[config.mk]
export PLATFORM = sky130hd
export DESIGN_NAME = key_press_detect
export DESIGN_NICKNAME = d
export VERILOG_FILES = /design/src/rtl/key_press_detect.sv
export SDC_FILE = /design/constraint.sdc
export NUM_CORES = 1
export LEC_CHECK = 0
export ABC_CLOCK_PERIOD_IN_PS = 1900
export BUFFER_PORTS_ARGS = -buffer_cell sky130_fd_sc_hd__buf_2
export CAP_MARGIN = 20
export CORE_MARGIN = 3
export CORE_UTILIZATION = 40
export CTS_BUF_LIST = sky130_fd_sc_hd__clkbuf_8 sky130_fd_sc_hd__clkbuf_16
export CTS_CLUSTER_DIAMETER = 120
export DETAILED_ROUTE_END_ITERATION = 16
export GPL_TIMING_DRIVEN = 0
export HOLD_SLACK_MARGIN = 0.12
export PLACE_DENSITY = 0.59
export RECOVER_POWER = 25
export SLEW_MARGIN = 10
export SYNTH_ARGS = -nofsm -noshare
export SYNTH_HDL_FRONTEND = slang
export SYNTH_SLANG_ARGS = --single-unit
[constraint.sdc]
create_clock -name clk -period 1.9 [get_ports clk]
set_input_delay 0.19 -clock clk [delete_from_list [all_inputs] [get_ports clk]]
set_output_delay 0.19 -clock clk [all_outputs]
set_load 0.05 [all_outputs]
[src/rtl/key_press_detect.sv]
// Debounces an active-low push-button and turns it into a clean level plus
// registered single-cycle short-press, long-press and auto-repeat pulses.
module key_press_detect #(
   parameter int unsigned DEBOUNCE   = 1_000_000,
   parameter int unsigned LONG_PRESS = 50_000_000,
   parameter int unsigned REPEAT     = 10_000_000
) (
   input  logic clk,
   input  logic rst_n,
   input  logic key_n,
   output logic key_level,
   output logic key_short,
   output logic key_long,
   output logic key_repeat
);

   localparam int unsigned DW = $clog2(DEBOUNCE);
   localparam int unsigned HW = $clog2(LONG_PRESS);
   localparam int unsigned RW = $clog2(REPEAT);

   localparam logic [DW-1:0] DLAST = DW'(DEBOUNCE - 1);
   localparam logic [HW-1:0] HLAST = HW'(LONG_PRESS - 1);
   localparam logic [RW-1:0] RLAST = RW'(REPEAT - 1);

   typedef enum logic [2:0] {
      StIdle,
      StPressDb,
      StHeld,
      StLongHeld,
      StReleaseDb
   } state_e;

   state_e        state_q, state_d;
   logic          sync1_q, ks_q;
   logic [DW-1:0] dcnt_q, dcnt_d;
   logic [HW-1:0] hcnt_q, hcnt_d;
   logic [RW-1:0] rcnt_q, rcnt_d;
   logic          from_long_q, from_long_d;
   logic          level_d, short_d, long_d, repeat_d;

   // Two-flop synchronizer; idles high so reset looks like a released key.
   always_ff @(posedge clk or negedge rst_n) begin
      if (!rst_n) begin
         sync1_q <= 1'b1;
         ks_q    <= 1'b1;
      end else begin
         sync1_q <= key_n;
         ks_q    <= sync1_q;
      end
   end

   always_ff @(posedge clk or negedge rst_n) begin
      if (!rst_n) begin
         state_q     <= StIdle;
         dcnt_q      <= '0;
         hcnt_q      <= '0;
         rcnt_q      <= '0;
         from_long_q <= 1'b0;
         key_level   <= 1'b0;
         key_short   <= 1'b0;
         key_long    <= 1'b0;
         key_repeat  <= 1'b0;
      end else begin
         state_q     <= state_d;
         dcnt_q      <= dcnt_d;
         hcnt_q      <= hcnt_d;
         rcnt_q      <= rcnt_d;
         from_long_q <= from_long_d;
         key_level   <= level_d;
         key_short   <= short_d;
         key_long    <= long_d;
         key_repeat  <= repeat_d;
      end
   end

   always_comb begin
      state_d     = state_q;
      dcnt_d      = dcnt_q;
      hcnt_d      = hcnt_q;
      rcnt_d      = rcnt_q;
      from_long_d = from_long_q;
      case (state_q)
         StIdle: begin
            if (!ks_q) begin
               state_d = StPressDb;
               dcnt_d  = '0;
            end
         end
         StPressDb: begin
            if (ks_q) begin
               state_d = StIdle;
            end else if (dcnt_q == DLAST) begin
               state_d = StHeld;
               hcnt_d  = '0;
            end else begin
               dcnt_d = dcnt_q + 1'b1;
            end
         end
         StHeld: begin
            // Release takes priority over a long-press completing this cycle.
            if (ks_q) begin
               state_d     = StReleaseDb;
               dcnt_d      = '0;
               from_long_d = 1'b0;
            end else if (hcnt_q == HLAST) begin
               state_d = StLongHeld;
               rcnt_d  = '0;
            end else begin
               hcnt_d = hcnt_q + 1'b1;
            end
         end
         StLongHeld: begin
            if (ks_q) begin
               state_d     = StReleaseDb;
               dcnt_d      = '0;
               from_long_d = 1'b1;
            end else if (rcnt_q == RLAST) begin
               rcnt_d = '0;
            end else begin
               rcnt_d = rcnt_q + 1'b1;
            end
         end
         StReleaseDb: begin
            // hcnt/rcnt stay frozen so a release bounce resumes where it left off.
            if (!ks_q) begin
               state_d = from_long_q ? StLongHeld : StHeld;
            end else if (dcnt_q == DLAST) begin
               state_d = StIdle;
            end else begin
               dcnt_d = dcnt_q + 1'b1;
            end
         end
         default: state_d = StIdle;
      endcase
   end

   always_comb begin
      level_d  = key_level;
      short_d  = 1'b0;
      long_d   = 1'b0;
      repeat_d = 1'b0;
      case (state_q)
         StPressDb:   if (!ks_q && (dcnt_q == DLAST)) level_d = 1'b1;
         StHeld:      if (!ks_q && (hcnt_q == HLAST)) long_d = 1'b1;
         StLongHeld:  if (!ks_q && (rcnt_q == RLAST)) repeat_d = 1'b1;
         StReleaseDb: begin
            if (ks_q && (dcnt_q == DLAST)) begin
               level_d = 1'b0;
               short_d = !from_long_q;
            end
         end
         default: ;
      endcase
   end

endmodule

Word level (Yosys, flattened, before mapping):

Cells that the tools add are included.

* bits in registers: 80
* input port bits: 3
* output and inout bits: 4
* word-level logic and storage cells: 93

* $add $sub $neg: 3
* equality and inequality tests: 23
* mux-type cells: 38
* reduce and logical (&&, ||, !) cells: 18

Operator list (number)
* 26-bit 2-to-1 mux: 4
* 20-bit 2-to-1 mux: 5
* 24-bit 2-to-1 mux: 4
* 20-bit case mux with 4 select lines: 1
* 26-bit case mux with 2 select lines: 1
* 24-bit case mux with 2 select lines: 1
* 26-bit by 1-bit adder with 26-bit output, second input constant: 1
* 26-bit == test, second input constant: 1
* 24-bit by 1-bit adder with 24-bit output, second input constant: 1
* 24-bit == test, second input constant: 1
* 3-bit 2-to-1 mux: 8
* 2-bit != test, second input constant: 12
* 20-bit by 1-bit adder with 20-bit output, second input constant: 1
* 20-bit == test, second input constant: 1
* 3-bit case mux with 5 select lines: 1
* 5-bit AND reduction: 3
* 1-bit 2-to-1 mux: 11
* 3-bit != test, second input constant: 3
* 3-bit by 2-bit == test with 1-bit output, second input constant: 2
* 3-bit AND reduction: 2
* 2-bit nonzero test: 3
* 1-bit logical AND: 4
* 1-bit case mux with 2 select lines: 2
* 4-bit AND reduction: 1
* other kinds (7): 8

Depth between registers and ports, before layout:

Gate-level depths: netlist of run 1.

* word-level depth: 4
* depth in mapped cells: 10
* gate-level depth less buffers: 7

Worst setup path before layout of run 1:

Ideal clock, no wire load.

* path kind: register -> register
* start point: register hcnt_q[0]
* end point: register hcnt_q[10]
* setup time: 0.110 ns
* data arrival time: 2.035 ns
* data required time: 1.790 ns
* path slack: -0.246 ns
* stages on the path, launching flop included: 11
* buffers on the path: 3
* period minus slack after synthesis: 2.146 ns
* cell sequence: dfrtp_1 ha_1 and3_1 clkbuf_1 nand3_2 o31a_1 buf_6 a22oi_4 buf_6 o21ai_1 o41ai_1

* word-level cells in the longest chain between the ends: 4
* elaborated cells on any way between the ends: 7
* classes of those cells: 1 x add/sub; 2 x eq/ne; 3 x mux; 1 x reduce/logical

RTL lines
* start, declared: line 36 `logic [HW-1:0] hcnt_q, hcnt_d;`
* start signal, assigned: line 66 `hcnt_q <= hcnt_d;`
* 26-bit by 1-bit adder with 26-bit output: line 109 `hcnt_d = hcnt_q + 1'b1;`
* 26-bit 2-to-1 mux: line 105 `end else if (hcnt_q == HLAST) begin`
* 26-bit 2-to-1 mux: line 101 `if (ks_q) begin`
* 26-bit case mux with 2 select lines: line 82 `case (state_q)`

Parallel ways exist; a longest one is shown, timed or not. The select of a mux whose other input is x is not followed.
A chain may end at the register's enable or synchronous reset.

Final worst setup path of run 1:

* start point: register hcnt_q[9]
* end point: register hcnt_q[19]

Same word-level chain as after synthesis.

==> results of run 1 <==
==> cell families (layout without fill, tap and decap cells) <==
| family | count (synthesis) | in the layout | synth area share (%) |
|---|---|---|---|
| flip-flops | 80 | 80 | 45.09 |
| XOR/XNOR | 9 | 9 | 1.773 |
| adder cells (fa/ha/maj) | 3 | 3 | 0.8444 |
| buffers and inverters | 33 | 112 | 3.518 |
| AND/OR/NAND/NOR | 220 | 222 | 26.65 |
| AO/OA/AOI/OAI | 156 | 156 | 21.67 |
| multiplexers | 2 | 2 | 0.4503 |
==> sequential cells by signal, summed over array words and instances (netlist names) <==
register and count:
state_q 3, key_short 1, sync1_q 1, hcnt_q 26
key_level 1, rcnt_q 24, from_long_q 1, dcnt_q 20
key_repeat 1, key_long 1, ks_q 1
==> layer usage <==
layer  up-vias  wire length, µm  global-route usage (%)
met3        25              543                   4.022
met4         0              258                   7.056
met2       105             5899                   30.60
li1       2035                -                       -
met5         -                0                       0
met1      2123             5749                   27.86
==> final timing paths <==
| kind | start | end | slack, ns |
|---|---|---|---|
| max | hcnt_q[9] | hcnt_q[19] | -0.21 |
| min | sync1_q | ks_q | 0.38 |
| max in group asynchronous | rst_n | sync1_q | 0.47 |
| max reg2reg | hcnt_q[9] | hcnt_q[19] | -0.21 |
| min reg2reg | sync1_q | ks_q | 0.38 |
| min in group asynchronous | rst_n | rcnt_q[11] | 0.58 |
==> worst reg2reg max path: cells and delay by family, from the launching register on <==
kind | cells | cell delay (ns)
simple gates | 2 | 0.45
compound gates | 4 | 0.72
flops | 1 | 0.43
buf+inv | 3 | 0.43
==> layout make-up <==
cell class	count	share of cell area, %
multi-input cells	392	46.30
clock inverters	2	0.1910
clock buffers	14	3.268
flip-flops and latches	80	34.18
plain buffers	24	3.586
well taps	136	2.886
repair buffers	65	9.145
inverters	7	0.4456
==> report_power, final <==
| part | leakage [nW] | switching, W | internal, W |
|---|---|---|---|
| Clock | 0.106 | 0.000639 | 0.000650 |
| Sequential | 1.09 | 0.0000107 | 0.00171 |
| Combinational | 1.25 | 0.000117 | 0.0000751 |
| Total | 2.45 | 0.000767 | 0.00244 |
==> layout by cell type, fill, tap and decap left out, types with 4 or more instances in the layout <==
cell / netlist / routed
o21ai_0: 54 / 8
dfrtp_1: 78 / 69
o31ai_1: 21 / 17
o31ai_2: 0 / 4
o21ai_1: 25 / 45
and2_1: 7 / 7
nor2_1: 43 / 38
o41ai_2: 0 / 4
a31oi_1: 10 / 10
buf_2: 4 / 6
dfrtp_2: 0 / 9
nor2_2: 2 / 6
inv_1: 7 / 8
buf_4: 1 / 43
nand2_2: 0 / 5
clkbuf_2: 1 / 6
o21ai_2: 0 / 24
clkbuf_1: 16 / 4
and3_1: 12 / 11
clkbuf_8: 0 / 19
a21oi_1: 18 / 16
xnor2_1: 5 / 5
nor3_1: 11 / 7
nand2_1: 48 / 42
nor2b_1: 10 / 7
xor2_1: 4 / 4
nand4_1: 25 / 25
nand3_1: 27 / 23
buf_6: 3 / 16
==> what timing repair did <==
item	CTS	global route
pin swaps	14	45
hold buffers	2	0
gates resized for setup	97	94
hold endpoints to repair	44	0
buffers inserted	39	9
endpoints found under the setup margin	72	72
gates cloned	6	4
==> metrics by stage <==
step,TNS [ns],hold WS (ns)
floorplan,-3.152,-0.1056
global placement,-29.42,0.2959
detailed placement,-29.06,0.2341
CTS,-6.349,0.3728
global route,-15.46,0.3749
finish,-7.728,0.3770
==> results.md, run 1 <==
- F_max: roughly 470 MHz
- Clock Latency Late Sink: 0.37 ns
- Crit-path cells: nor4_4 > nand4_2 > o31a_1 > buf_6 > a22oi_4 > buf_6 > buf_6 > a21oi_1 > o22ai_1
- First-pass GRT wire length: 20.35 mm
- CTS tree: yes
- Critical path buffers and inverters: 3
- # fillers: 944
- Vias/cell: ~6.0
- Sequential cell area: roughly 0.002 mm²
- Die Y-Extent: 111.4 µm
- Drt total wl: 12.45 mm
- Port Buffer Count: 6
- Flop and latch count out of synthesis: 80
- Final clock skew: ~0.010 ns
- Mapped Nets: 509
- Endpoints failing setup: 70
- Fraction of layout cells with a size suffix above 1: 33.73%
- H-tree Lvls: 3
- Max incr delay on CP: 0.43 ns
- Final Hold Violating Endpoints: 0
- Synth async-reset ratio: 100.0%
- Number of DRC markers in iteration 0: 270
- Critical path type: reg2reg
- Hold crit path type: reg2reg
- CTS Root Cell: clkbuf_8
- Slew Limit Fails: 0
- Core Area: approximately 0.011 mm²
- CTS buffer count: 9
- WP depth: 9
- Cell variety after synth: between 50 and 60
- Total Power: around 0.0032 W
- Predominant post-synthesis flop cell: dfrtp_1
- Worst-path clk slew: 0.08 ns
- Number of I/O pins: 7
- Power Density: 543.4 mW/mm²
- Clock Path Buffers: 2
- WL/cell: 17.29 µm
- Cell mode on critical path: buf_6
- Tcrit/Tclk final: 110.8%
- Most frequent cell after synthesis: dfrtp_1
- Crit path time final: 2.106 ns
- MaxCap Viol Count: 0
- Antenna Diode Count: 0
- RePlAce Congestion: 0.8246
- Failing checks: negative setup slack
- CP required: ~2.2 ns
- Worst-Margin Slew: 1.154 ns
- Largest net degree at the start of global routing: 45
- Worst reg2reg path depth: 9
- Setup crit start kind: flip-flop
- Cells after Synth: 503
- Total track usage: around a fifth
- Final cell count without fillers: about 700
- Final core occ: around 56%
- Synth top area share: 43.91%
- LEAKAGE: 2.450 nW
- Fin area: 0.005897 mm²
- Setup ws final: -0.2059 ns
- Run status: finished, violations left
- CP Capture Type: flip-flop
- Sequential share of the synthesized area: 45.09%
- Hold depth: 0
- Vias in the first global route: 4055
- Final #Nets: 585
- Worst VDD drop: 0.0002808 V
- Rel. slew slack: 23.09%
- ANT nets after route: 0
- First-pass DRT Iterations: 4
- Worst Path Arrival: approximately 2.4 ns
- Commonest cells post-synth: 78 x dfrtp_1, 54 x o21ai_0, 48 x nand2_1
- # DRC: 0
- Post-DP HPWL: approximately 7 mm
- Die Footprint: about 0.012 mm²
- Placed insts: ~650
- Initial cell density of the core: 42.12%
- Footprint of the multi-input gates: 0.002730 mm²
- Post-synth top area cell: dfrtp_1
- Max FO, Critical Path: 8
- Placed cell area: 0.004684 mm²
- CTS sink cnt: 80
- Area contributors post-synth: dfrtp_1 44%, o21ai_0 6.1%, nand2_1 4.1%
- Antenna violations before repair: 0
- Area growth syn-to-layout: 32.65%
- Num rows: 37
- Unrepaired setup endpoints after global routing: true
- Warnings from Yosys: 0
- EDFF count, synth: 0
- CP max-delay cell: dfrtp_2
- Delay-heaviest family, CP: compound AO/OA/AOI/OAI gates
- Synthesized area per cell: between 8 and 9 µm²
- Total grt overflow: 0
- DR vias: 4288
- Die width: 111.4 µm
- Post-Place Worst Slack: -0.6117 ns
- Mapped Area: 0.004446 mm²
No activity file was read; power rests on OpenSTA's default activity.
==> run 2, diff against run 1 <==
--- a/config.mk
+++ b/config.mk
@@ -9,13 +9,13 @@
 export BUFFER_PORTS_ARGS = -buffer_cell sky130_fd_sc_hd__buf_2
 export CAP_MARGIN = 20
 export CORE_MARGIN = 3
-export CORE_UTILIZATION = 40
+export CORE_UTILIZATION = 57
 export CTS_BUF_LIST = sky130_fd_sc_hd__clkbuf_8 sky130_fd_sc_hd__clkbuf_16
 export CTS_CLUSTER_DIAMETER = 120
 export DETAILED_ROUTE_END_ITERATION = 16
 export GPL_TIMING_DRIVEN = 0
 export HOLD_SLACK_MARGIN = 0.12
-export PLACE_DENSITY = 0.59
+export PLACE_DENSITY = 0.78
 export RECOVER_POWER = 25
 export SLEW_MARGIN = 10
 export SYNTH_ARGS = -nofsm -noshare
==> results.md, run 2 (synthesized netlist as in run 1, its figures left out) <==
- # DRC: 0 (unchanged)
- Die Y-Extent: 94.31 µm (was 111.4 µm)
- Slew Limit Fails: 0 (unchanged)
- Vias/cell: 7.041 (was 5.956)
- Post-DP HPWL: 7.135 mm (was 7.214 mm)
- Endpoints failing setup: 71 (was 70)
- Die Footprint: 0.008894 mm² (was 0.01241 mm²)
- Worst-Margin Slew: 0.9459 ns (was 1.154 ns)
- Worst-path clk slew: 0.09 ns (was 0.08 ns)
- CP Capture Type: flip-flop (unchanged)
- Total track usage: 29.22% (was 19.85%)
- Worst VDD drop: 0.0004805 V (was 0.0002808 V)
- Pint: 0.002826 W (was 0.002438 W)
- CTS buffer count: 9 (unchanged)
- Antenna violations before repair: 0 (unchanged)
- ANT nets after route: 0 (unchanged)
- Fraction of layout cells with a size suffix above 1: 42.86% (was 33.73%)
- Setup ws final: -0.2741 ns (was -0.2059 ns)
- Crit path time final: 2.174 ns (was 2.106 ns)
- Num rows: 31 (was 37)
- F_max: 460.0 MHz (was 474.9 MHz)
- Drt total wl: 15.08 mm (was 12.45 mm)
- First-pass DRT Iterations: 5 (was 4)
- Power Density: 575.4 mW/mm² (was 543.4 mW/mm²)
- RePlAce Congestion: 0.8269 (was 0.8246)
- Largest register by flop count: hcnt_q (unchanged)
- Clock Path Buffers: 2 (unchanged)
- Final #Nets: 589 (was 585)
- CTS tree: yes (unchanged)
- Logic pwr share: 5.7% (was 6.0%)
- MaxCap Viol Count: 0 (unchanged)
- Rel. slew slack: 36.94% (was 23.09%)
- Hold crit path type: reg2reg (unchanged)
- Psw: 0.0007938 W (was 0.0007666 W)
- First-pass GRT wire length: 20.57 mm (was 20.35 mm)
- Setup crit start kind: flip-flop (unchanged)
- Final Hold Violating Endpoints: 0 (unchanged)
- Area growth syn-to-layout: 41.51% (was 32.65%)
- Clock Latency Late Sink: 0.37 ns (about the same)
- Number of DRC markers in iteration 0: 601 (was 270)
- LEAKAGE: 2.582 nW (was 2.450 nW)
- Core Area: 0.007408 mm² (was 0.01056 mm²)
- Largest regs: hcnt_q x26, rcnt_q x24, dcnt_q x20 (unchanged)
- Antenna Diode Count: 0 (unchanged)
- Worst Path Arrival: 2.44 ns (was 2.40 ns)
- Hold WS: 0.3590 ns (was 0.3770 ns)
- Run status: finished, violations left (unchanged)
- Clock power frac: 46.8% (was 40.2%)
- Sw Ratio: 21.93% (was 23.92%)
- Max FO, Critical Path: 7 (was 8)
- Total Power: 0.003620 W (was 0.003205 W)
- CTS sink cnt: 80 (unchanged)
- CTS Root Cell: clkbuf_8 (unchanged)
- WL/cell: 21.94 µm (was 17.29 µm)
- H-tree Lvls: 3 (unchanged)
- Most common cell after layout, fill and taps aside: dfrtp_1 (unchanged)
- Largest register FFs: 26 (unchanged)
- Die width: 94.31 µm (was 111.4 µm)
- Critical path type: reg2reg (unchanged)
- Total grt overflow: 0 (unchanged)
- Seq pwr share: 47.5% (was 53.8%)
- Number of I/O pins: 7 (unchanged)
- Commonest non-fill, non-tap cells in the layout: 59 x dfrtp_1, 50 x buf_4, 43 x o21ai_2 (was 69 x dfrtp_1, 45 x o21ai_1, 43 x buf_4)
- Unrepaired setup endpoints after global routing: true (unchanged)
- Initial cell density of the core: 60.01% (was 42.12%)
- DR vias: 4837 (was 4288)
- Largest net degree at the start of global routing: 47 (was 45)
- Setup total negative slack: -10.49 ns (was -7.728 ns)
- Port Buffer Count: 6 (unchanged)
- Vias in the first global route: 4320 (was 4055)
- CP required: 2.16 ns (was 2.19 ns)
- Final clock skew: 0.01506 ns (was 0.009979 ns)
- Failing checks: negative setup slack (unchanged)
- Tcrit/Tclk final: 114.4% (was 110.8%)
## run 2: cell types whose count changed in the layout (fill, tap and decap cells not counted), moves of 3 or more
cell       before  now
dfrtp_1        69   59
nor2_1         38   34
o31ai_1        17   14
clkbuf_8       19   10
bufinv_16       0    4
o21ai_2        24   43
nor4_2          3    0
buf_6          16   21
o21ai_1        45   27
nand2_1        42   39
buf_4          43   50
nor4_4          3    7
dfrtp_2         9   19
## run 2: final timing paths
path	startpoint	endpoint	slack, ns	depth (start not counted)
worst max-delay path	hcnt_q[1]	hcnt_q[16]	-0.27	11
worst min-delay path	sync1_q	ks_q	0.36	0
worst max register to register	hcnt_q[1]	hcnt_q[16]	-0.27	11
worst min register to register	sync1_q	ks_q	0.36	0
max in group asynchronous	rst_n	rcnt_q[0]	0.64	3
min in group asynchronous	rst_n	hcnt_q[19]	0.50	2
## run 2: area by class of cell
type | instances | area (µm²)
plain buffers | 23 | 183.9
inverters | 7 | 26.28
clock buffers | 10 | 137.6
well taps | 99 | 123.9
repair buffers | 72 | 623.1
fillers | 341 | 1117
clock inverters | 6 | 131.4
multi-input cells | 390 | 3037
flip-flops and latches | 80 | 2028
## run 2: timing repair
item / in CTS / in global routing
hold buffers: 2 / 0
gates cloned: 6 / 0
gates resized for setup: 131 / 136
pin swaps: 47 / 47
setup endpoints to repair: 72 / 73
hold endpoints to repair: 33 / 0
buffers inserted: 32 / 26
## run 2: power by group through the flow
stage | Sequential, W | Clock [W] | Combinational (W)
2_1_floorplan | 0.00175 | 0 | 0.0000612
3_3_place_gp | 0.00176 | 0 | 0.000114
3_5_place_dp | 0.00176 | 0 | 0.000125
4_1_cts | 0.00172 | 0.00168 | 0.000174
5_1_grt | 0.00172 | 0.00176 | 0.000226
6_report | 0.00172 | 0.00169 | 0.000205
## run 2: metal layers
metal | up-vias | share of wire, % | GRT usage [%]
li1 | 2050 | - | -
met1 | 2383 | 37 | 37.88
met2 | 326 | 50 | 48.17
met3 | 78 | 8.9 | 5.529
met4 | 0 | 4.3 | 12.03
met5 | - | 0 | 0
## run 2: metrics by stage
stage / area [µm²] / utilization [%] / instances / setup WS, ns
2_1_floorplan: 4462 / - / 503 / -0.1189
3_3_place_gp: 4616 / 62.30 / 608 / -0.5029
3_5_place_dp: 4646 / 62.71 / 609 / -0.5549
4_1_cts: 5600 / 75.60 / 662 / -0.1961
5_1_grt: 6291 / 84.92 / 687 / -0.3368
6_report: 6291 / 84.92 / 687 / -0.2741
## run 2: worst max-delay path, cell delays in order, from the launching register on
cell and delay, ns:
dfrtp_1 0.36, ha_2 0.19, and3_4 0.18, buf_6 0.11, nand3_4 0.10, o31a_1 0.33, buf_6 0.13, a22oi_4 0.17
buf_12 0.15, buf_6 0.14, o21ai_2 0.06, o21ai_1 0.14
